[config.mk]
export PLATFORM = sky130hd
export DESIGN_NAME = fetch_seq_ctrl
export DESIGN_NICKNAME = d
export VERILOG_FILES = /design/src/rtl/fetch_seq_ctrl_pkg.sv /design/src/rtl/fetch_seq_ctrl.sv
export SDC_FILE = /design/constraint.sdc
export NUM_CORES = 1
export LEC_CHECK = 0
export ABC_AREA = 1
export CORE_ASPECT_RATIO = 0.75
export CORE_UTILIZATION = 47
export CTS_CLUSTER_DIAMETER = 120
export DETAILED_ROUTE_END_ITERATION = 12
export GPL_TIMING_DRIVEN = 0
export HOLD_SLACK_MARGIN = 0.02
export PLACE_DENSITY = 0.79
export SLEW_MARGIN = 5
export SYNTH_ARGS = -nofsm -noshare
export SYNTH_HDL_FRONTEND = slang
export SYNTH_SLANG_ARGS = --single-unit
[constraint.sdc]
create_clock -name clk -period 2.1 [get_ports clk]
set_input_delay 0.42 -clock clk [delete_from_list [all_inputs] [get_ports clk]]
set_output_delay 0.42 -clock clk [all_outputs]
set_load 0.005 [all_outputs]
[src/rtl/fetch_seq_ctrl_pkg.sv]
// Shared constants for the instruction-fetch sequencer: state codes,
// default reset PC and the sequential PC increment.
package fetch_pkg;

   typedef logic [1:0] fetch_state_t;

   localparam fetch_state_t ST_IDLE   = 2'd0;
   localparam fetch_state_t ST_REQ    = 2'd1;
   localparam fetch_state_t ST_WAIT   = 2'd2;
   localparam fetch_state_t ST_CANCEL = 2'd3;

   localparam logic [31:0] FETCH_RESET_PC = 32'h0000_0000;
   localparam int unsigned PC_INC         = 4;

endpackage

[src/rtl/fetch_seq_ctrl.sv]
// Instruction-fetch sequencer: owns the fetch PC, drives a split-transaction
// instruction memory port with at most one request in flight, holds one
// fetched instruction for ID, and applies branch/jump redirects, cancelling
// any fetch that is already in flight.
module fetch_seq_ctrl
   import fetch_pkg::*;
#(
   parameter int unsigned     PC_W     = 32,
   parameter logic [PC_W-1:0] RESET_PC = PC_W'(FETCH_RESET_PC)
) (
   input  logic            clk,
   input  logic            resetn,
   input  logic            redirect_valid,
   input  logic [PC_W-1:0] redirect_pc,
   input  logic            id_allowin,
   output logic            inst_req,
   output logic [PC_W-1:0] inst_addr,
   input  logic            inst_addr_ok,
   input  logic            inst_data_ok,
   input  logic [PC_W-1:0] inst_rdata,
   output logic            if_valid,
   output logic [PC_W-1:0] if_pc,
   output logic [PC_W-1:0] if_inst
);

   fetch_state_t    state;
   fetch_state_t    state_nxt;
   logic [PC_W-1:0] fetch_pc;
   logic [PC_W-1:0] req_pc;
   logic [PC_W-1:0] redirect_pc_al;
   logic            redirect_act;
   logic            handshake;
   logic            data_take;

   assign inst_addr = fetch_pc;

   // Request gating, handshake/redirect qualification and next-state decode
   always_comb begin
      redirect_pc_al = redirect_pc & ~PC_W'(PC_INC - 1);
      // IDLE only exists for one cycle after reset and ignores redirects
      redirect_act   = redirect_valid && (state != ST_IDLE);
      // Only fetch when the output register is free or being drained, so a
      // returning instruction always finds room without a skid buffer
      inst_req       = (state == ST_REQ) && (!if_valid || id_allowin);
      handshake      = inst_req && inst_addr_ok;
      data_take      = (state == ST_WAIT) && inst_data_ok && !redirect_valid;
      state_nxt      = state;
      case (state)
         ST_IDLE:   state_nxt = ST_REQ;
         ST_REQ: begin
            // An accepted request whose target is being redirected away
            // must still have its data drained, hence CANCEL
            if (handshake)
               state_nxt = redirect_valid ? ST_CANCEL : ST_WAIT;
         end
         ST_WAIT: begin
            if (redirect_valid)
               state_nxt = inst_data_ok ? ST_REQ : ST_CANCEL;
            else if (inst_data_ok)
               state_nxt = ST_REQ;
         end
         ST_CANCEL: begin
            if (inst_data_ok)
               state_nxt = ST_REQ;
         end
         default:   state_nxt = ST_IDLE;
      endcase
   end

   // Sequencer state register
   always_ff @(posedge clk) begin
      if (!resetn)
         state <= ST_IDLE;
      else
         state <= state_nxt;
   end

   // Fetch PC: redirect target beats the sequential increment
   always_ff @(posedge clk) begin
      if (!resetn)
         fetch_pc <= RESET_PC;
      else if (redirect_act)
         fetch_pc <= redirect_pc_al;
      else if (data_take)
         fetch_pc <= req_pc + PC_W'(PC_INC);
   end

   // Address of the request currently in flight, captured on acceptance
   always_ff @(posedge clk) begin
      if (handshake)
         req_pc <= fetch_pc;
   end

   // IF output register: redirect flushes, new data replaces, consume clears
   always_ff @(posedge clk) begin
      if (!resetn) begin
         if_valid <= 1'b0;
         if_pc    <= '0;
         if_inst  <= '0;
      end else if (redirect_act) begin
         if_valid <= 1'b0;
      end else if (data_take) begin
         if_valid <= 1'b1;
         if_pc    <= req_pc;
         if_inst  <= inst_rdata;
      end else if (id_allowin) begin
         if_valid <= 1'b0;
      end
   end

endmodule

### Word level (Yosys, flattened, before mapping)

Index checks and enable logic that the tools add are counted.

| storage, ports and cells | value |
|---|---|
| flip-flop bits (word level) | 131 |
| latch bits | 0 |
| memory bits (writable) | 0 |
| ROM bits | 0 |
| bits of input ports | 70 |
| output and inout port bits | 98 |
| logic and storage cells | 38 |
| memories kept | 0 |

| cells by class | value |
|---|---|
| add/sub/neg operators | 1 |
| multiply operators | 0 |
| divide/modulo/power cells | 0 |
| magnitude comparators | 0 |
| equal/unequal tests | 4 |
| shifts and indexed selects | 0 |
| multiplexer cells | 10 |
| bitwise gates (word level) | 2 |
| reduce and logical (&&, ||, !) cells | 14 |

Operators with widths:

| cell | number |
|---|---|
| $mux 32 | 2 |
| $add 32x3->32 const B | 1 |
| $mux 2 | 4 |
| $pmux 2 s4 | 1 |
| $reduce_bool 2->1 | 3 |
| $logic_and 1x1->1 | 5 |
| $eq 2x2->1 const B | 2 |
| $mux 1 | 3 |
| $eq 2x1->1 const B | 1 |
| $logic_not 1->1 | 2 |
| $logic_not 2->1 | 1 |
| $ne 2x2->1 const B | 1 |
| $not 1->1 | 2 |
| $reduce_and 2->1 | 1 |
| $reduce_or 2->1 | 1 |
| $logic_or 1x1->1 | 1 |

### Depth between registers and ports, before layout

Gate-level depths: netlist (run 1).

| depth | value |
|---|---|
| depth after elaboration | 6 |
| mapped depth | 12 |
| gate-level depth less buffers | 11 |

### Worst setup path after synthesis (run 1)

OpenSTA, ideal clock, no wires.

| timing path | value |
|---|---|
| path kind | input-to-reg |
| start point | in id_allowin |
| end point | reg req_pc[0], enable pin |
| library setup time | 393 ps |
| data arrival time | 1374 ps |
| data required time | 1707 ps |
| slack | 333 ps |
| cell stages on the path | 3 |
| buffers on the path | 0 |
| path through | inv_1 -> nand2_1 -> and3_1 |

| on the way | value |
|---|---|
| longest elaborated chain between the ends | 3 |

Ends and longest elaborated chain:

| item | RTL line | text |
|---|---|---|
| start, declared | fetch_seq_ctrl.sv:15 | `input logic id_allowin,` |
| $logic_or 1x1->1 | fetch_seq_ctrl.sv:44 | `inst_req = (state == ST_REQ) && (!if_valid \|\| id_allowin);` |
| $logic_and 1x1->1 | fetch_seq_ctrl.sv:44 |  |
| $logic_and 1x1->1 | fetch_seq_ctrl.sv:45 | `handshake = inst_req && inst_addr_ok;` |
| net handshake | fetch_seq_ctrl.sv:32 | `logic handshake;` |
| end signal, assigned | fetch_seq_ctrl.sv:91 | `req_pc <= fetch_pc;` |
| end, declared | fetch_seq_ctrl.sv:29 | `logic [PC_W-1:0] req_pc;` |

The timed path passes the listed nets, and every way through them passes these cells.
A chain may end at the register's enable or synchronous reset.

### Final worst setup path (run 1)

| timing path | value |
|---|---|
| start point | in id_allowin |
| end point | reg state[0] |

| on the way | value |
|---|---|
| longest elaborated chain between the ends | 4 |

Ends and longest elaborated chain:

| item | RTL line | text |
|---|---|---|
| $logic_or 1x1->1 | fetch_seq_ctrl.sv:44 |  |
| $logic_and 1x1->1 | fetch_seq_ctrl.sv:44 |  |
| $logic_and 1x1->1 | fetch_seq_ctrl.sv:45 |  |
| net handshake | fetch_seq_ctrl.sv:32 |  |
| $ne 2x2->1 (no source line) | n/a |  |
| end signal, assigned | fetch_seq_ctrl.sv:75 | `state <= state_nxt;` |
| end, declared | fetch_seq_ctrl.sv:26 | `fetch_state_t state;` |

The timed path passes the listed nets, and every way through them passes these cells.

==> results of run 1 <==
[layout make-up]
cell class                 count  area [sq um]  area share, %
multi-input combinational    473          2260           27.9
inverter                      75           282           3.47
timing repair buffer         166          1660           20.5
sequential                   131          2940           36.3
tap                          162           203           2.50
buffer                        33           199           2.45
clock buffer                  23           489           6.03
clock inverter                 9          78.8          0.971
[power by group through the flow]
stage	Clock (mW)	Sequential (mW)	Combinational [mW]
after floorplan	0	2.85	0.336
after detailed placement	0	2.86	0.734
after CTS	2.85	2.81	0.744
after global routing	2.98	2.83	0.814
after global placement	0	2.86	0.724
final	2.84	2.82	0.744
[cells in the final DEF (no fill, tap or decap), types with 3 or more instances in the layout]
cell and instances:
clkdlybuf4s50_1 164, nand2_1 147, nor2_1 120, dfxtp_1 99
inv_1 67, o21ai_0 52, nand3_1 47, edfxtp_1 32
a21oi_1 21, clkbuf_16 18, nor3_1 14, clkbuf_1 13
nand4_1 13, buf_2 12, a31oi_1 11, nand2_2 10
inv_2 8, buf_4 7, nor2_4 7, nor2_2 6
buf_6 5, a211oi_1 5, clkinv_2 5, nor2_8 3
nand3b_1 3
[metrics by stage]
step | util (%) | cell area [sq um] | worst slack [ns]
2_1_floorplan | - | 5680 | 0.333
3_3_place_gp | 64.4 | 7540 | -0.714
3_5_place_dp | 64.4 | 7540 | -0.165
4_1_cts | 69.3 | 8110 | 0.0197
5_1_grt | 69.4 | 8120 | 0.205
6_report | 69.4 | 8120 | 0.338
[critical path, delay by kind of cell]
kind | cells | cell delay, ns
AO/OA/AOI/OAI | 1 | 0.05
AND/OR/NAND/NOR | 3 | 0.97
buffers and inverters | 3 | 0.58
[registers in the layout, summed over array words and instances, names as in the netlist]
signal and count:
if_pc 32, state 2, if_inst 32, inst_addr 32, req_pc 32, if_valid 1
[layer usage]
layer	routed length [um]	up-vias	global-route usage (%)	share of wire, %
met5	0	-	0	0
met4	199	0	8.78	1.1
met2	7810	307	45.4	45
met1	7720	2576	39.0	45
li1	-	2674	-	-
met3	1580	24	5.95	9.1
[worst paths after layout]
path	start	to	cells after the start
min	inst_addr[8]	req_pc[8]	0
max reg2reg	state[0]	state[0]	6
min reg2reg	inst_addr[8]	req_pc[8]	0
max	id_allowin	state[0]	7
[logic make-up after synthesis]
kind of cell	synth area share (%)
compound gates	9.12
fa+ha+maj	0.220
buf+inv	8.46
flops	51.8
simple gates	30.4
[timing repair]
item	CTS	global route
endpoints found under the hold margin	0	0
gates resized for setup	1	1
setup endpoints to repair	1	1
buffers inserted	0	1
==> flow_metrics.py, run 1 <==
metrics = {
    "status": {
        "status": "finished clean",
    },
    "sta": {
        "timing.final.crit_share_pct": 83.9,
        "tightestPinTransition_ns": 0.838,
        "fmaxAchievable_mhz": 567,
        "rsz0062_at_grt": "no",
        "final-max-slew-violation-count": 0,
        "clock-skew-final_ns": 0.0112,
        "min_period_ns": 1.76,
        "finalSetupTns_ns": 0,
        "hold_violations": 0,
        "setup_violations": 0,
        "hold_ws_ns": 0.455,
        "max_slew_margin_pct": 44.1,
    },
    "place": {
        "placed_cells": 1039,
        "post-dp-hpwl_um": 12400,
        "io_buffers": 165,
        "globalplace.congestion": 0.911,
    },
    "synth": {
        "synth_ff_type": "dfxtp_1",
        "yosysWarnings": 0,
        "seq_area_frac_synth_pct": 51.8,
        "syn_inst": 712,
        "ys_types": 32,
        "synth-seq-cells": 131,
        "synth_nets": 783,
        "ys_async_sr_fraction_pct": 0,
        "syn-mean-instance-area_sq_um": 7.98,
        "synth_area_leaders": "dfxtp_1, edfxtp_1, nand2_1",
        "synth_edf_count": 32,
        "yosysMostFrequentCell": "nand2_1",
        "yosys.area.top_type": "dfxtp_1",
        "synth_top_area_share_pct": 34.9,
        "yosys-top-cells-count": "nand2_1, nor2_1, dfxtp_1",
        "netlist_area_sq_mm": 0.00568,
    },
    "drt": {
        "dr.first_iter.drc_count": 512,
        "via_count": 5581,
        "drtPass1Iterations": 8,
        "routed_via_density": 5.21,
        "drcViolationCount": 0,
        "routed_wl_um": 17300,
        "ant_nets": 0,
        "wl_per_cell_um": 16.2,
    },
    "worst_setup_path": {
        "worstPathRequired_ns": 2.38,
        "crit_arrival_ns": 2.04,
        "crit_top_cell": "inv_1",
        "worstPathCellList": "clkdlybuf4s50_1, inv_1, nand2_2, and3_2, nor2_1, inv_1, a21oi_1",
        "crit_slowest_cell": "and3_2",
        "start_kind": "input port",
        "cp_max_fo": 33,
        "cpPeakStageDelay_ns": 0.75,
        "crit_type": "input port to flop",
        "rrSetupSlack_ns": 0.42,
        "endpoint_kind": "flop",
    },
    "die": {
        "ios": 168,
        "coreArea_sq_mm": 0.0117,
        "die_area_sq_mm": 0.0125,
        "start_util_pct": 48.6,
        "fp.dieW_um": 129,
        "die_h_um": 97.2,
        "num_rows": 34,
    },
    "global_route": {
        "grt_use_total_pct": 28.6,
        "grt_pass1_wl_um": 27000,
        "antenna_found_initial": 0,
        "grt_max_degree": 34,
        "grt_pass1_vias": 5212,
        "grt_overflow": 0,
    },
    "cts": {
        "ctsLongestPathBuffers": 2,
        "h-tree-depth": 4,
        "cts.clk_slew.worst_paths_ns": 0.06,
        "insertion_delay_ns": 0.42,
        "clock_sinks": 131,
        "cts-hold-fix-buffers": 0,
        "cts_root_buf": "clkbuf_16",
        "cts_tree": "built",
        "cts_buffers": 17,
    },
    "power_and_ir_drop": {
        "power.total_mw": 6.40,
        "seqPwrFrac_pct": 44.0,
        "powerDensity_mw_per_mm2": 789,
        "swShare_pct": 24.3,
        "p_sw_mw": 1.56,
        "combPwrFrac_pct": 11.6,
        "power.share.clock_pct": 44.4,
        "vdd.ir_drop.worst_mv": 0.588,
        "p_int_mw": 4.85,
        "power.leakage_nw": 3.39,
    },
    "flow_run": {
        "drv_cap": 0,
    },
    "final_layout": {
        "final_layout_size_suffix_gt1_share_pct": 10.4,
        "layout.nets": 968,
        "stdcell_count": 1072,
        "area_delta_synth_final_pct": 42.9,
        "nFillCells": 968,
        "antenna_cells": 0,
    },
    "min_path": {
        "hold_path_class": "flop to flop",
    },
}
(Power assumes the default switching activity.)
==> run 2: changes to the inputs <==
CORE_UTILIZATION = 43   (was 47)
PLACE_DENSITY = 0.76   (was 0.79)
clock period = 1.5 ns   (was 2.1 ns; I/O delays follow)
==> flow_metrics.py, run 2 (synthesized netlist as in run 1, its figures left out) <==
metrics = {
    "cts": {
        "clock_sinks": 131,
        "cts_tree": "built",
        "cts_buffers": 17,
        "insertion_delay_ns": 0.42,
        "ctsLongestPathBuffers": 2,
        "cts-hold-fix-buffers": 0,
        "cts_root_buf": "clkbuf_16",
        "cts.clk_slew.worst_paths_ns": 0.06,
        "h-tree-depth": 4,
    },
    "place": {
        "io_buffers": 165,
        "post-dp-hpwl_um": 12200,
        "globalplace.congestion": 0.925,
    },
    "final_layout": {
        "antenna_cells": 0,
        "multi_input_area_sq_mm": 0.00243,
        "area_delta_synth_final_pct": 49.5,
        "final_cell_mix": "nand2_1, nor2_1, dlygate4sd2_1",
        "seqCellArea_sq_mm": 0.00299,
        "fin_util_pct": 67.6,
        "final_common_cell": "nand2_1",
        "layout.nets": 984,
        "final_layout_size_suffix_gt1_share_pct": 20.1,
        "nFillCells": 1042,
    },
    "sta": {
        "final-max-slew-violation-count": 0,
        "min_period_ns": 1.62,
        "max_slew_margin_pct": 57.4,
        "fmaxAchievable_mhz": 616,
        "hold_violations": 0,
        "final.setup.worst_slack_ns": -0.123,
        "timing.final.crit_share_pct": 108,
        "clock-skew-final_ns": 0.0119,
        "rsz0062_at_grt": "yes",
        "tightestPinTransition_ns": 0.639,
        "finalSetupTns_ns": -0.770,
        "setup_violations": 11,
    },
    "drt": {
        "dr.first_iter.drc_count": 437,
        "drtPass1Iterations": 5,
        "routed_via_density": 5.11,
        "via_count": 5580,
        "ant_nets": 0,
        "wl_per_cell_um": 16.6,
        "routed_wl_um": 18100,
        "drcViolationCount": 0,
    },
    "power_and_ir_drop": {
        "power.total_mw": 9.49,
        "powerDensity_mw_per_mm2": 1120,
        "vdd.ir_drop.worst_mv": 0.724,
        "power.leakage_nw": 4.03,
    },
    "worst_setup_path": {
        "worstPathRequired_ns": 1.81,
        "crit_slowest_cell": "edfxtp_1",
        "cp_max_fo": 4,
        "worstPathCellList": "ha_2, nand2_4, nor2_4, nand3_4, buf_4, inv_4, nand3_2, nand3_2, nand3_2, nand2_2, inv_2",
        "crit_arrival_ns": 1.94,
        "start_kind": "flop",
        "cpPeakStageDelay_ns": 0.36,
        "ff2ff_path_depth": 11,
        "endpoint_kind": "flop",
        "crit_top_cell": "nand3_2",
        "crit_type": "flop to flop",
    },
    "global_route": {
        "grt_pass1_vias": 5290,
        "grt_use_total_pct": 26.4,
        "grt_pass1_wl_um": 27200,
        "grt_max_degree": 34,
        "grt_overflow": 0,
        "antenna_found_initial": 0,
    },
    "die": {
        "coreArea_sq_mm": 0.0126,
        "die_area_sq_mm": 0.0137,
        "fp.dieW_um": 135,
        "die_h_um": 102,
        "ios": 168,
        "start_util_pct": 45.2,
        "num_rows": 35,
    },
    "flow_run": {
        "drv_cap": 0,
    },
    "status": {
        "violations": "setup timing",
        "status": "finished with violations",
    },
    "min_path": {
        "hold_path_class": "input port to flop",
        "hold_depth": 3,
    },
}
run 2: cell count changes in the layout (fill, tap and decap cells not counted), moves of 13 or more:
cell,delta
buf_4,+13
clkdlybuf4s50_1,-99
dfxtp_1,-32
dfxtp_2,+31
dlygate4sd2_1,+97
nand3_1,-15
nand3_2,+15
run 2: path summary, 6_finish.rpt:
path	startpoint	end	slack (ns)
worst min register to register	inst_addr[22]	req_pc[22]	0.43
worst min-delay path	redirect_valid	state[0]	0.28
worst max register to register	req_pc[2]	inst_addr[24]	-0.12
worst max-delay path	req_pc[2]	inst_addr[24]	-0.12
run 2: critical path, delay by kind of cell (launching register included):
kind | cells | cell delay [ns]
simple gates | 7 | 0.68
fa+ha+maj | 1 | 0.22
buf+inv | 3 | 0.27
flops | 1 | 0.36
run 2: layout make-up:
class,count,area share [%]
tap,166,2.44
sequential,131,35.1
inverter,75,3.40
clock inverter,7,0.898
timing repair buffer,183,20.0
clock buffer,25,6.73
multi-input combinational,474,28.6
buffer,31,2.86
run 2: layer usage:
metal  track usage [%]  share of wire [%]  vias to the layer above
met1              35.1                 45                     2559
met4              6.66               0.80                        0
met3              6.91                9.7                       19
met5                 0                  0                        -
li1                  -                  -                     2717
met2              42.9                 44                      285
run 2: repair_timing:
| item | 4_1_cts | 5_1_grt |
|---|---|---|
| setup endpoints to repair | 144 | 92 |
| setup buffers | 6 | 11 |
| resized for setup | 153 | 54 |
| cloned | 0 | 2 |
| pin swaps | 9 | 16 |
run 2: through the flow:
step	instances	worst slack [ns]	cell area, sq um	hold WS, ns
after floorplan	712	0.115	5680	0.454
after global placement	1043	-0.563	7540	0.438
after detailed placement	1043	-0.580	7540	0.444
after CTS	1081	-0.108	8230	0.435
after global routing	1092	-0.198	8500	0.299
final	1092	-0.123	8500	0.280
run 2: report_power, final:
| part | leakage (nW) | total [mW] | switching (mW) | internal [mW] |
|---|---|---|---|---|
| sequential | 1.13 | 3.95 | 0.136 | 3.81 |
| clock | 0.320 | 4.46 | 1.61 | 2.84 |
| combinational | 2.58 | 1.08 | 0.559 | 0.521 |
| total | 4.03 | 9.49 | 2.31 | 7.18 |
